--- src/rtl/score_pkg.sv ---
// ---------------------------------------------------------------------------
// score_pkg
// Shared definitions for the score display path: default score width and
// saturation limit, the number of BCD digits driven to the 7-segment
// decoders, and the binary-to-BCD converter FSM state type.
// ---------------------------------------------------------------------------
package score_pkg;

    // Default width of the binary score register.
    localparam int unsigned SCORE_W    = 10;

    // Default saturation limit; must stay below 10^BCD_DIGITS.
    localparam int unsigned MAX_SCORE  = 999;

    // Digits shown on the display: ones, tens, hundreds.
    localparam int unsigned BCD_DIGITS = 3;

    // Width of the BCD field of the double-dabble shift register.
    localparam int unsigned BCD_W      = 4 * BCD_DIGITS;

    // Converter FSM states.
    typedef enum logic [1:0] {
        IDLE  = 2'd0,
        SHIFT = 2'd1,
        DONE  = 2'd2
    } state_t;

endpackage : score_pkg

--- src/rtl/bcd_add3.sv ---
// ---------------------------------------------------------------------------
// bcd_add3
// Double-dabble correction for a single BCD nibble: a nibble of 5 or more is
// incremented by 3 so that the following left shift carries into the next
// decimal digit instead of producing a value above 9.
//
// Ports
//   nib_i  in   4  BCD nibble before correction
//   nib_o  out  4  nibble after the conditional add-3
// ---------------------------------------------------------------------------
module bcd_add3 (
    input  logic [3:0] nib_i,
    output logic [3:0] nib_o
);

    assign nib_o = (nib_i >= 4'd5) ? (nib_i + 4'd3) : nib_i;

endmodule : bcd_add3

--- src/rtl/score_to_bcd.sv ---
// ---------------------------------------------------------------------------
// score_to_bcd
// Saturating score counter with a sequential binary-to-BCD converter
// (shift-and-add-3, one bit per cycle). Every change of the score, and every
// clear, marks the score dirty; the converter picks up the newest score
// whenever it is idle, so intermediate values during bursts are skipped.
// Displayed digits change only when a conversion completes, in one edge.
//
// Ports
//   clk    in   1        clock, rising edge
//   rst_n  in   1        asynchronous active-low reset
//   hit    in   1        increment score (saturates at MAX_SCORE)
//   clr    in   1        clear score; wins over a simultaneous hit
//   score  out  SCORE_W  current binary score
//   bcd0   out  4        ones digit
//   bcd1   out  4        tens digit
//   bcd2   out  4        hundreds digit
//   busy   out  1        conversion in progress (SHIFT or DONE)
//   valid  out  1        one-cycle pulse when new digits appear
// ---------------------------------------------------------------------------
module score_to_bcd #(
    parameter int unsigned SCORE_W   = score_pkg::SCORE_W,
    parameter int unsigned MAX_SCORE = score_pkg::MAX_SCORE
) (
    input  logic               clk,
    input  logic               rst_n,
    input  logic               hit,
    input  logic               clr,
    output logic [SCORE_W-1:0] score,
    output logic [3:0]         bcd0,
    output logic [3:0]         bcd1,
    output logic [3:0]         bcd2,
    output logic               busy,
    output logic               valid
);

    import score_pkg::state_t;
    import score_pkg::IDLE;
    import score_pkg::SHIFT;
    import score_pkg::DONE;
    import score_pkg::BCD_DIGITS;
    import score_pkg::BCD_W;

    localparam int unsigned SR_W  = BCD_W + SCORE_W;
    localparam int unsigned CNT_W = $clog2(SCORE_W + 1);

    localparam logic [SCORE_W-1:0] MAX_VAL  = SCORE_W'(MAX_SCORE);
    localparam logic [CNT_W-1:0]   LAST_CNT = CNT_W'(SCORE_W - 1);

    // -----------------------------------------------------------------------
    // Score register and dirty flag
    // -----------------------------------------------------------------------
    logic [SCORE_W-1:0] score_q, score_d;
    logic               dirty_q, dirty_d;
    logic               load;

    state_t             state_q;
    logic [SR_W-1:0]    sreg_q;
    logic [SR_W-1:0]    sreg_corr;
    logic [CNT_W-1:0]   cnt_q;
    logic [3:0]         bcd0_q, bcd1_q, bcd2_q;
    logic               valid_q;

    // The converter takes a snapshot of the score whenever it is idle and
    // something has changed since the last snapshot.
    assign load = (state_q == IDLE) && dirty_q;

    always_comb begin
        // NOTE: every signal gets a default before any branch; a path that
        // leaves one unassigned would infer a latch.
        score_d = score_q;
        dirty_d = dirty_q;

        if (load) begin
            dirty_d = 1'b0;
        end

        // A change in the same cycle as a load re-marks the score dirty, so
        // the value captured next is never older than the register.
        if (clr) begin
            score_d = '0;
            dirty_d = 1'b1;
        end else if (hit && (score_q < MAX_VAL)) begin
            score_d = score_q + 1'b1;
            dirty_d = 1'b1;
        end
    end

    always_ff @(posedge clk or negedge rst_n) begin
        if (!rst_n) begin
            score_q <= '0;
            dirty_q <= 1'b0;
        end else begin
            // NOTE: state is always updated with non-blocking assignments so
            // every register samples the pre-edge values of its inputs.
            score_q <= score_d;
            dirty_q <= dirty_d;
        end
    end

    // -----------------------------------------------------------------------
    // Add-3 correction on each BCD nibble of the shift register; the binary
    // part below the BCD field passes through unchanged.
    // -----------------------------------------------------------------------
    for (genvar k = 0; k < BCD_DIGITS; k++) begin : g_digit
        bcd_add3 u_add3 (
            .nib_i (sreg_q   [SCORE_W + 4*k +: 4]),
            .nib_o (sreg_corr[SCORE_W + 4*k +: 4])
        );
    end

    assign sreg_corr[SCORE_W-1:0] = sreg_q[SCORE_W-1:0];

    // -----------------------------------------------------------------------
    // Converter FSM with registered outputs
    //   IDLE  : wait for dirty, then load {zeros, score}
    //   SHIFT : SCORE_W cycles of correct-then-shift
    //   DONE  : publish all three digits in one edge, pulse valid
    // -----------------------------------------------------------------------
    always_ff @(posedge clk or negedge rst_n) begin
        if (!rst_n) begin
            state_q <= IDLE;
            sreg_q  <= '0;
            cnt_q   <= '0;
            bcd0_q  <= 4'd0;
            bcd1_q  <= 4'd0;
            bcd2_q  <= 4'd0;
            valid_q <= 1'b0;
        end else begin
            valid_q <= 1'b0;

            unique case (state_q)
                IDLE: begin
                    if (dirty_q) begin
                        sreg_q  <= {{BCD_W{1'b0}}, score_q};
                        cnt_q   <= '0;
                        state_q <= SHIFT;
                    end
                end

                SHIFT: begin
                    sreg_q <= {sreg_corr[SR_W-2:0], 1'b0};
                    if (cnt_q == LAST_CNT) begin
                        state_q <= DONE;
                    end else begin
                        cnt_q <= cnt_q + 1'b1;
                    end
                end

                DONE: begin
                    // Digits were held at their previous values until now,
                    // so the display never shows a half-converted number.
                    bcd0_q  <= sreg_q[SCORE_W     +: 4];
                    bcd1_q  <= sreg_q[SCORE_W + 4 +: 4];
                    bcd2_q  <= sreg_q[SCORE_W + 8 +: 4];
                    valid_q <= 1'b1;
                    state_q <= IDLE;
                end

                default: begin
                    state_q <= IDLE;
                end
            endcase
        end
    end

    // -----------------------------------------------------------------------
    // Outputs: digit registers feed the 7-segment decoders directly.
    // -----------------------------------------------------------------------
    assign score = score_q;
    assign bcd0  = bcd0_q;
    assign bcd1  = bcd1_q;
    assign bcd2  = bcd2_q;
    assign valid = valid_q;
    assign busy  = (state_q == SHIFT) || (state_q == DONE);

endmodule : score_to_bcd

--- config.mk ---
export PLATFORM = sky130hd
export DESIGN_NAME = score_to_bcd
export DESIGN_NICKNAME = d
export VERILOG_FILES = /design/src/rtl/score_pkg.sv /design/src/rtl/bcd_add3.sv /design/src/rtl/score_to_bcd.sv
export SDC_FILE = /design/constraint.sdc
export NUM_CORES = 1
export LEC_CHECK = 0
export ABC_AREA = 1
export CAP_MARGIN = 10
export CORE_MARGIN = 5
export CORE_UTILIZATION = 46
export DETAILED_ROUTE_END_ITERATION = 7
export PLACE_DENSITY = 0.64
export SYNTH_ARGS = -nofsm -noshare
export SYNTH_HDL_FRONTEND = slang
export SYNTH_SLANG_ARGS = --single-unit
--- constraint.sdc ---
create_clock -name clk -period 1.9 [get_ports clk]
set_input_delay 0.19 -clock clk [delete_from_list [all_inputs] [get_ports clk]]
set_output_delay 0.19 -clock clk [all_outputs]
set_load 0.01 [all_outputs]
==> flow_metrics.py, run 1 <==
metrics = {
    "run_status": {
        "status": "completed",
    },
    "die": {
        "ios": 28,
        "die_width_um": 85.8,
        "coreArea_sq_um": 5540,
        "dieArea_sq_um": 7360,
        "die_h_um": 85.8,
        "start_util": 0.477,
        "rows": 27,
    },
    "worst_setup_path": {
        "critPathBufInv": 2,
        "path_cells": "inv_1 -> ha_1 -> clkdlybuf4s50_1",
        "cpLargestDelayFamily": "buffers and inverters",
        "rrSetupSlack_ns": 0.20,
        "cp-end-kind": "output port",
        "crit_fanout": 4,
        "crit_cells": 3,
        "worstPathRequired_ns": 1.71,
        "crit_arrival_ns": 1.61,
        "r2r_cells": 8,
        "start_kind": "flip-flop",
        "slowest_delay_ns": 0.52,
        "crit_slowest_cell": "clkdlybuf4s50_1",
        "path_class": "reg -> out",
    },
    "logic_synthesis": {
        "synth_area_sq_um": 2640,
        "syn_avg_cell_area_sq_um": 8.49,
        "synth_compound_area_frac": 0.136,
        "synth-seq-cells": 52,
        "yosys.area_share.adder": 0.0663,
        "synth_cell_type_count": 27,
        "synthMuxAreaShare": 0,
        "synthSimpleGateAreaFrac": 0.211,
        "synth_top_family_by_area": "simple AND/OR/NAND/NOR gates",
        "synth.net_count": 329,
        "synthXorXnorAreaFrac": 0.0232,
        "yosys_warnings": 0,
        "netlist_instances": 311,
        "ys_seq_area_frac": 0.493,
    },
    "placed_design": {
        "placed_area_sq_um": 3020,
        "dp_hpwl_mm": 3.73,
        "routabilityCongestion": 0.791,
        "dpl.cell_count": 407,
        "numPortBuffers": 27,
        "place_ws_ns": 0.180,
    },
    "drt": {
        "drtIter0Drc": 75,
        "wl_per_cell_um": 12.2,
        "first_pass_iters": 4,
        "wl_mm": 5.07,
        "vias_per_cell": 5.02,
        "drc": 0,
        "vias": 2082,
        "antenna_left": 0,
    },
    "job": {
        "max-cap-violations": 0,
    },
    "sta": {
        "tns_ns": 0,
        "report.final.slew_viol_count": 0,
        "hold_ws_ns": 0.259,
        "slew_headroom": 0.690,
        "fin_crit_ns": 1.80,
        "worst_pin_slew_ns": 0.465,
        "fmax_ghz": 0.556,
        "finalWorstSetupSlack_ns": 0.101,
        "final-setup-viol-count": 0,
        "hold_viol": 0,
        "worst_clock_skew_ns": 0.00683,
        "fin_crit_sh": 0.947,
        "rsz0062_at_grt": "no",
    },
    "layout": {
        "multi_input_area_sq_um": 1150,
        "most-common-layout-cells": "nand2_1 (61), dfrtp_1 (52), inv_1 (38), nor2_1 (33), clkdlybuf4s50_1 (26)",
        "nets": 361,
        "diodes": 0,
        "final_common_cell": "nand2_1",
        "seq_area_sq_um": 1300,
        "fin_util": 0.561,
        "fin_area_sq_um": 3110,
        "num-fill-cells": 520,
        "synthToLayoutAreaGrowth_pct": 17.6,
        "instances_no_fill": 415,
        "drive_above_1_share": 0.0758,
    },
    "global_routing": {
        "grt_max_degree": 31,
        "grtUsageTotal": 0.157,
        "antenna_found_initial": 0,
        "globalRouteOverflowTotal": 0,
        "grt_pass1_wl_mm": 9.39,
        "grt_pass1_vias": 2027,
    },
    "clocking": {
        "cts.htree.levels": 2,
        "clkSinkCount": 52,
        "post_cts_buffers": 0,
        "cts_tree": "built",
        "cts.clk_slew.worst_paths_ns": 0.09,
        "cts_buffer_depth": 2,
        "clk_latency_ns": 0.30,
        "cts_buffers": 5,
        "cts_root_buf": "clkbuf_8",
    },
    "pwr": {
        "peakVddDrop_uv": 617,
        "p_int_mw": 2.43,
        "p_per_area_nw_per_um2": 1270,
        "p_sw_mw": 1.50,
        "switching_share": 0.382,
        "leakagePower_nw": 1.48,
        "p_clk_frac": 0.152,
        "power.total_mw": 3.93,
        "power.share.combinational": 0.443,
        "p_seq_frac": 0.405,
    },
    "hold_path": {
        "hp-class": "in -> async",
    },
}
## synthesized netlist by cell type (all sizes together)
cell type | n | share of area
nand2 | 66 | 0.10
dfrtp | 52 | 0.49
inv | 39 | 0.055
nor2 | 34 | 0.049
o21ai | 28 | 0.057
nand3 | 24 | 0.049
a21oi | 19 | 0.036
ha | 14 | 0.066
o211ai | 8 | 0.023
xor2 | 7 | 0.023
buf | 4 | 0.0095
clkbuf | 4 | 0.0057
o22ai | 4 | 0.0095
a31oi | 2 | 0.0047
nand4 | 2 | 0.0047
a31o | 1 | 0.0033
nand3b | 1 | 0.0028
o31ai | 1 | 0.0028
or2 | 1 | 0.0024
## layer usage
metal	GRT usage	routed length, um	vias up	share of wire
li1	-	-	1070	-
met3	0.0355	146	5	0.029
met1	0.214	2560	983	0.51
met2	0.249	2290	24	0.45
met4	0.0475	64	0	0.013
met5	0	0	-	0
## path summary, 6_finish.rpt
check / startpoint / to
min in group clk: sreg_q[0] / sreg_q[0]
hold reg to reg: sreg_q[0] / sreg_q[0]
setup reg to reg: state_q[0] / sreg_q[8]
hold / removal: rst_n / bcd1[2]
setup / recovery: state_q[0] / busy
max in group asynchronous: rst_n / sreg_q[13]
## kinds of logic after synthesis
logic type / count (synthesis)
compound gates: 63
xor+xnor: 7
fa+ha+maj: 14
buf+inv: 47
flops: 52
simple gates: 128
## state kept, by name (all words and copies together) (netlist names)
signal   count
bcd1         4
score       10
bcd0         4
valid        1
state_q      2
sreg_q      22
bcd2         4
dirty_q      1
cnt_q        4
## final cells by class
cell class | instances | area share
flip-flops and latches | 52 | 0.419
multi-input cells | 212 | 0.371
repair buffers | 33 | 0.109
inverters | 39 | 0.0471
well taps | 72 | 0.0290
clock buffers | 6 | 0.0234
clock inverters | 1 | 0.00161
## power groups by stage
stage               logic [mW]  clock network, mW  registers, mW
CTS                       1.77              0.627           1.60
global route              1.96              0.677           1.64
floorplan                 1.06                  0           1.66
detailed placement        1.77                  0           1.62
global placement          1.72                  0           1.61
finish                    1.74              0.598           1.59
## repair_timing
action                                 in CTS  in global routing
hold buffers                                1                  0
resized for setup                           0                  0
endpoints found under the hold margin      36                  0
## worst register-to-register path: stages, from the launching register on
cell      delay (ns)
dfrtp_1         0.41
inv_1           0.14
ha_1            0.24
nand2_2         0.09
nand2_2         0.14
nand2_2         0.18
buf_12          0.21
o211ai_1        0.07
o21ai_0         0.10
Note: power is estimated with default switching activity, not from simulation.
==> inputs of run 2 (changes only) <==
--- a/config.mk
+++ b/config.mk
@@ -8,9 +8,10 @@
 export ABC_AREA = 1
 export CAP_MARGIN = 10
 export CORE_MARGIN = 5
-export CORE_UTILIZATION = 46
+export CORE_UTILIZATION = 56
 export DETAILED_ROUTE_END_ITERATION = 7
-export PLACE_DENSITY = 0.64
+export PLACE_DENSITY = 0.76
+export RECOVER_POWER = 50
 export SYNTH_ARGS = -nofsm -noshare
 export SYNTH_HDL_FRONTEND = slang
 export SYNTH_SLANG_ARGS = --single-unit
==> run 2 against run 1 <==
Against the previous run:
- critical path depth unchanged
- combinational power decreased by 2%
- sequential share of layout area increased by 0.44 points
- clock power increased by 25%
- power increased by 2.7%
- maximum frequency decreased by 0.47%
- non-clock buffer count decreased by 2
- critical endpoint unchanged
- largest cell class unchanged
- largest power group unchanged
==> flow_metrics.py, run 2 (same netlist as run 1, synthesis figures left out) <==
metrics = {
    "sta": {
        "hold_viol": 0,
        "fmax_ghz": 0.553,
        "rsz0062_at_grt": "no",
        "final-setup-viol-count": 0,
        "fin_crit_sh": 0.951,
        "report.final.slew_viol_count": 0,
        "worst_clock_skew_ns": 0.00563,
        "slew_headroom": 0.164,
        "fin_crit_ns": 1.81,
        "tns_ns": 0,
        "worst_pin_slew_ns": 1.25,
        "finalWorstSetupSlack_ns": 0.0928,
    },
    "global_routing": {
        "antenna_found_initial": 0,
        "grt_max_degree": 53,
        "grt_pass1_wl_mm": 8.91,
        "globalRouteOverflowTotal": 0,
        "grt_pass1_vias": 1960,
        "grtUsageTotal": 0.184,
    },
    "worst_setup_path": {
        "path_cells": "inv_1 -> ha_1 -> clkdlybuf4s50_1",
        "crit_fanout": 4,
        "cpLargestDelayFamily": "buffers and inverters",
        "crit_slowest_cell": "clkdlybuf4s50_1",
        "slowest_delay_ns": 0.53,
        "crit_arrival_ns": 1.62,
        "worstPathRequired_ns": 1.71,
        "path_class": "reg -> out",
        "critPathBufInv": 2,
        "cp-end-kind": "output port",
        "start_kind": "flip-flop",
    },
    "drt": {
        "drc": 0,
        "wl_per_cell_um": 12.8,
        "antenna_left": 0,
        "drtIter0Drc": 97,
        "wl_mm": 5.08,
        "first_pass_iters": 4,
        "vias_per_cell": 5.20,
        "vias": 2061,
    },
    "die": {
        "coreArea_sq_um": 4660,
        "rows": 25,
        "ios": 28,
        "die_width_um": 78.7,
        "die_h_um": 78.7,
        "start_util": 0.567,
        "dieArea_sq_um": 6190,
    },
    "layout": {
        "top_register": "sreg_q",
        "largest_reg_flops": 22,
        "synthToLayoutAreaGrowth_pct": 16.4,
        "drive_above_1_share": 0.0760,
        "most-common-layout-cells": "nand2_1 (61), dfrtp_1 (52), inv_1 (38), nor2_1 (33), clkdlybuf4s50_1 (26)",
        "diodes": 0,
        "fin_area_sq_um": 3070,
        "final_common_cell": "nand2_1",
        "nets": 359,
        "num-fill-cells": 402,
        "instances_no_fill": 396,
    },
    "job": {
        "max-cap-violations": 0,
    },
    "placed_design": {
        "dpl.cell_count": 388,
        "dp_hpwl_mm": 3.60,
        "placed_area_sq_um": 2960,
        "routabilityCongestion": 0.783,
        "place_ws_ns": 0.181,
        "numPortBuffers": 27,
    },
    "hold_path": {
        "hp-class": "in -> async",
    },
    "clocking": {
        "cts.htree.levels": 2,
        "cts_buffer_depth": 2,
        "cts.clk_slew.worst_paths_ns": 0.09,
        "cts_buffers": 5,
        "cts_root_buf": "clkbuf_8",
        "clkSinkCount": 52,
        "ctsHoldBuffers": 0,
        "clk_latency_ns": 0.31,
        "cts_tree": "built",
    },
    "pwr": {
        "peakVddDrop_uv": 634,
        "power.total_mw": 4.04,
        "leakagePower_nw": 1.47,
        "p_per_area_nw_per_um2": 1310,
    },
    "run_status": {
        "status": "completed",
    },
}
-- run 2: per-stage QoR --
stage / hold slack [ns] / util
final: 0.227 / 0.660
after global placement: 0.342 / 0.636
after detailed placement: 0.350 / 0.636
after global routing: 0.346 / 0.660
after floorplan: -0.106 / -
after CTS: 0.00657 / 0.659
-- run 2: worst register-to-register path: stages, from the launching register on --
cell and delay (ns):
dfrtp_1 0.40, inv_1 0.14, ha_1 0.23, buf_4 0.24
inv_1 0.13, o21ai_2 0.26, o21ai_0 0.14
-- run 2: final cells by class --
cell class	instances	area, sq um	share of cell area
clock buffers	6	72.6	0.0236
clock inverters	2	35.0	0.0114
inverters	39	146	0.0476
multi-input cells	212	1160	0.377
flip-flops and latches	52	1300	0.423
well taps	54	67.6	0.0220
repair buffers	31	293	0.0952
-- run 2: per-layer routing --
metal | share of wire | vias to the layer above | global-route usage
li1 | - | 1064 | -
met1 | 0.48 | 948 | 0.231
met2 | 0.47 | 37 | 0.297
met3 | 0.034 | 12 | 0.0470
met4 | 0.022 | 0 | 0.0822
met5 | 0 | - | 0
-- run 2: what timing repair did --
| item | 4_1_cts | 5_1_grt |
|---|---|---|
| setup buffers | 0 | 0 |
| setup endpoints to repair | 0 | 1 |
| resized for setup | 0 | 1 |
-- run 2: path summary, 6_finish.rpt --
kind | startpoint | endpoint | slack [ns] | cells past startpoint
worst max-delay path | state_q[0] | busy | 0.09 | 3
worst min-delay path | rst_n | bcd2[1] | 0.23 | 2
worst max register to register | state_q[1] | cnt_q[3] | 0.25 | 6
worst min register to register | sreg_q[0] | sreg_q[0] | 0.50 | 2
max in group asynchronous | rst_n | sreg_q[7] | 0.92 | 2
min in group clk | sreg_q[0] | sreg_q[0] | 0.50 | 2
-- run 2: power breakdown --
part / total, mW / switching (mW) / internal (mW)
clock: 0.748 / 0.357 / 0.391
combinational: 1.70 / 0.984 / 0.712
sequential: 1.60 / 0.174 / 1.42
==> inputs of run 3 (changes only) <==
--- a/config.mk
+++ b/config.mk
@@ -10,6 +10,7 @@
 export CORE_MARGIN = 5
 export CORE_UTILIZATION = 56
 export DETAILED_ROUTE_END_ITERATION = 7
+export HOLD_SLACK_MARGIN = 0.1
 export PLACE_DENSITY = 0.76
 export RECOVER_POWER = 50
 export SYNTH_ARGS = -nofsm -noshare
==> run 3 against run 2 <==
Against the previous run:
- maximum frequency is essentially flat
- combinational power is essentially flat
- non-clock buffer count grew 1
- flip-flop and latch count is the same
- clock skew is essentially flat
- power is essentially flat
- via count is essentially flat
- cell count grew 0.25%
- register-to-register slack is essentially flat
- clock power is essentially flat
- largest cell class unchanged
- largest power group unchanged
==> flow_metrics.py, run 3 (same netlist as run 1, synthesis figures left out) <==
metrics = {
    "run_status": {
        "status": "completed",
    },
    "global_routing": {
        "grt_pass1_wl_mm": 8.91,
        "antenna_found_initial": 0,
        "globalRouteOverflowTotal": 0,
        "grt_max_degree": 53,
        "grtUsageTotal": 0.184,
        "grt_pass1_vias": 1960,
    },
    "sta": {
        "worst_pin_slew_ns": 1.25,
        "tns_ns": 0,
        "report.final.slew_viol_count": 0,
        "worst_clock_skew_ns": 0.00578,
        "fin_crit_ns": 1.81,
        "slew_headroom": 0.164,
        "fin_crit_sh": 0.951,
        "fmax_ghz": 0.553,
        "final-setup-viol-count": 0,
        "hold_ws_ns": 0.498,
        "rsz0062_at_grt": "no",
        "hold_viol": 0,
    },
    "hold_path": {
        "hp-class": "reg -> reg",
        "whs_path_depth": 2,
        "hp-start": "sreg_q[0]",
        "min_to": "sreg_q[0]",
    },
    "drt": {
        "wl_met2_mm": 2.36,
        "dr_wl_met3_um": 187,
        "drc": 0,
        "top_layer_used": "met4",
        "vias_per_cell": 5.19,
        "wl_mm": 5.08,
        "vias": 2059,
        "wl_per_cell_um": 12.8,
        "met1_length_mm": 2.43,
        "antenna_left": 0,
        "drtIter0Drc": 83,
        "first_pass_iters": 4,
    },
    "layout": {
        "largest_reg_flops": 22,
        "fin_area_sq_um": 3080,
        "drive_above_1_share": 0.0758,
        "nets": 360,
        "diodes": 0,
        "num-fill-cells": 401,
        "synthToLayoutAreaGrowth_pct": 16.8,
        "top_register": "sreg_q",
        "fin_util": 0.662,
        "final_common_cell": "nand2_1",
        "most-common-layout-cells": "nand2_1 (61), dfrtp_1 (52), inv_1 (38), nor2_1 (33), clkdlybuf4s50_1 (26)",
    },
    "die": {
        "coreArea_sq_um": 4660,
        "die_h_um": 78.7,
        "ios": 28,
        "rows": 25,
        "start_util": 0.567,
        "dieArea_sq_um": 6190,
        "die_width_um": 78.7,
    },
    "clocking": {
        "cts_buffers": 5,
        "cts_buffer_depth": 2,
        "cts_tree": "built",
        "cts.htree.levels": 2,
        "cts_root_buf": "clkbuf_8",
        "clkSinkCount": 52,
        "post_cts_buffers": 0,
        "cts.clk_slew.worst_paths_ns": 0.09,
        "clk_latency_ns": 0.31,
    },
    "worst_setup_path": {
        "rr_endpoint": "cnt_q[3]",
        "crit_fanout": 4,
        "critPathLaunch": "state_q[0]",
        "worstPathRequired_ns": 1.71,
        "r2r_start": "state_q[1]",
        "start_kind": "flip-flop",
        "rrSetupSlack_ns": 0.25,
        "path_class": "reg -> out",
        "r2r_cells": 6,
        "cp-end-kind": "output port",
        "crit_arrival_ns": 1.62,
    },
    "placed_design": {
        "routabilityCongestion": 0.783,
        "placed_area_sq_um": 2960,
        "dp_hpwl_mm": 3.60,
        "numPortBuffers": 27,
    },
    "pwr": {
        "peakVddDrop_uv": 634,
        "leakagePower_nw": 1.48,
        "p_per_area_nw_per_um2": 1310,
        "power.total_mw": 4.04,
    },
    "job": {
        "max-cap-violations": 0,
    },
}
==> run 3: cell types whose count changed in the layout (fill, tap and decap cells not counted), sizes merged <==
cell	previous run	this run
dlygate4sd3	0	1
==> run 3: through the flow <==
stage,cells,setup slack (ns)
6_report,397,0.0930
5_1_grt,397,0.0142
4_1_cts,397,0.0740
3_5_place_dp,388,0.181
3_3_place_gp,388,0.276
2_1_floorplan,311,0.508
==> run 3: critical path, cell delays in order (launching register included) <==
cell,delay (ns)
dfrtp_1,0.39
inv_1,0.10
ha_1,0.29
clkdlybuf4s50_1,0.53
==> run 3: report_power, final <==
group	total (mW)	leakage (nW)	switching, mW	internal (mW)
clock	0.748	0.0552	0.357	0.391
sequential	1.59	0.678	0.173	1.42
combinational	1.70	0.744	0.984	0.713
total	4.04	1.48	1.51	2.53
==> run 3: worst max path at each step <==
stage                 end  cells past startpoint  slack [ns]
6_report             busy                      3        0.09
5_1_grt              busy                      3        0.01
2_1_floorplan   sreg_q[4]                      8        0.51
3_5_place_dp   sreg_q[14]                      7        0.18
3_3_place_gp   sreg_q[14]                      7        0.28
4_1_cts              busy                      3        0.07
==> run 3: layout make-up <==
type / instances / area, sq um / area share
inverter: 39 / 146 / 0.0475
timing repair buffer: 32 / 303 / 0.0982
multi-input combinational: 212 / 1160 / 0.376
clock buffer: 6 / 72.6 / 0.0235
sequential: 52 / 1300 / 0.422
clock inverter: 2 / 35.0 / 0.0114
tap: 54 / 67.6 / 0.0219
==> run 3: what timing repair did <==
| item | in CTS | in global routing |
|---|---|---|
| endpoints found under the setup margin | 0 | 1 |
| gates resized for setup | 0 | 1 |
| endpoints found under the hold margin | 52 | 0 |
| hold buffers | 1 | 0 |
==> run 3: metal layers <==
metal / GRT usage / up-vias
met5: 0 / -
met4: 0.0822 / 0
met3: 0.0470 / 12
met2: 0.297 / 35
met1: 0.231 / 946
li1: - / 1066
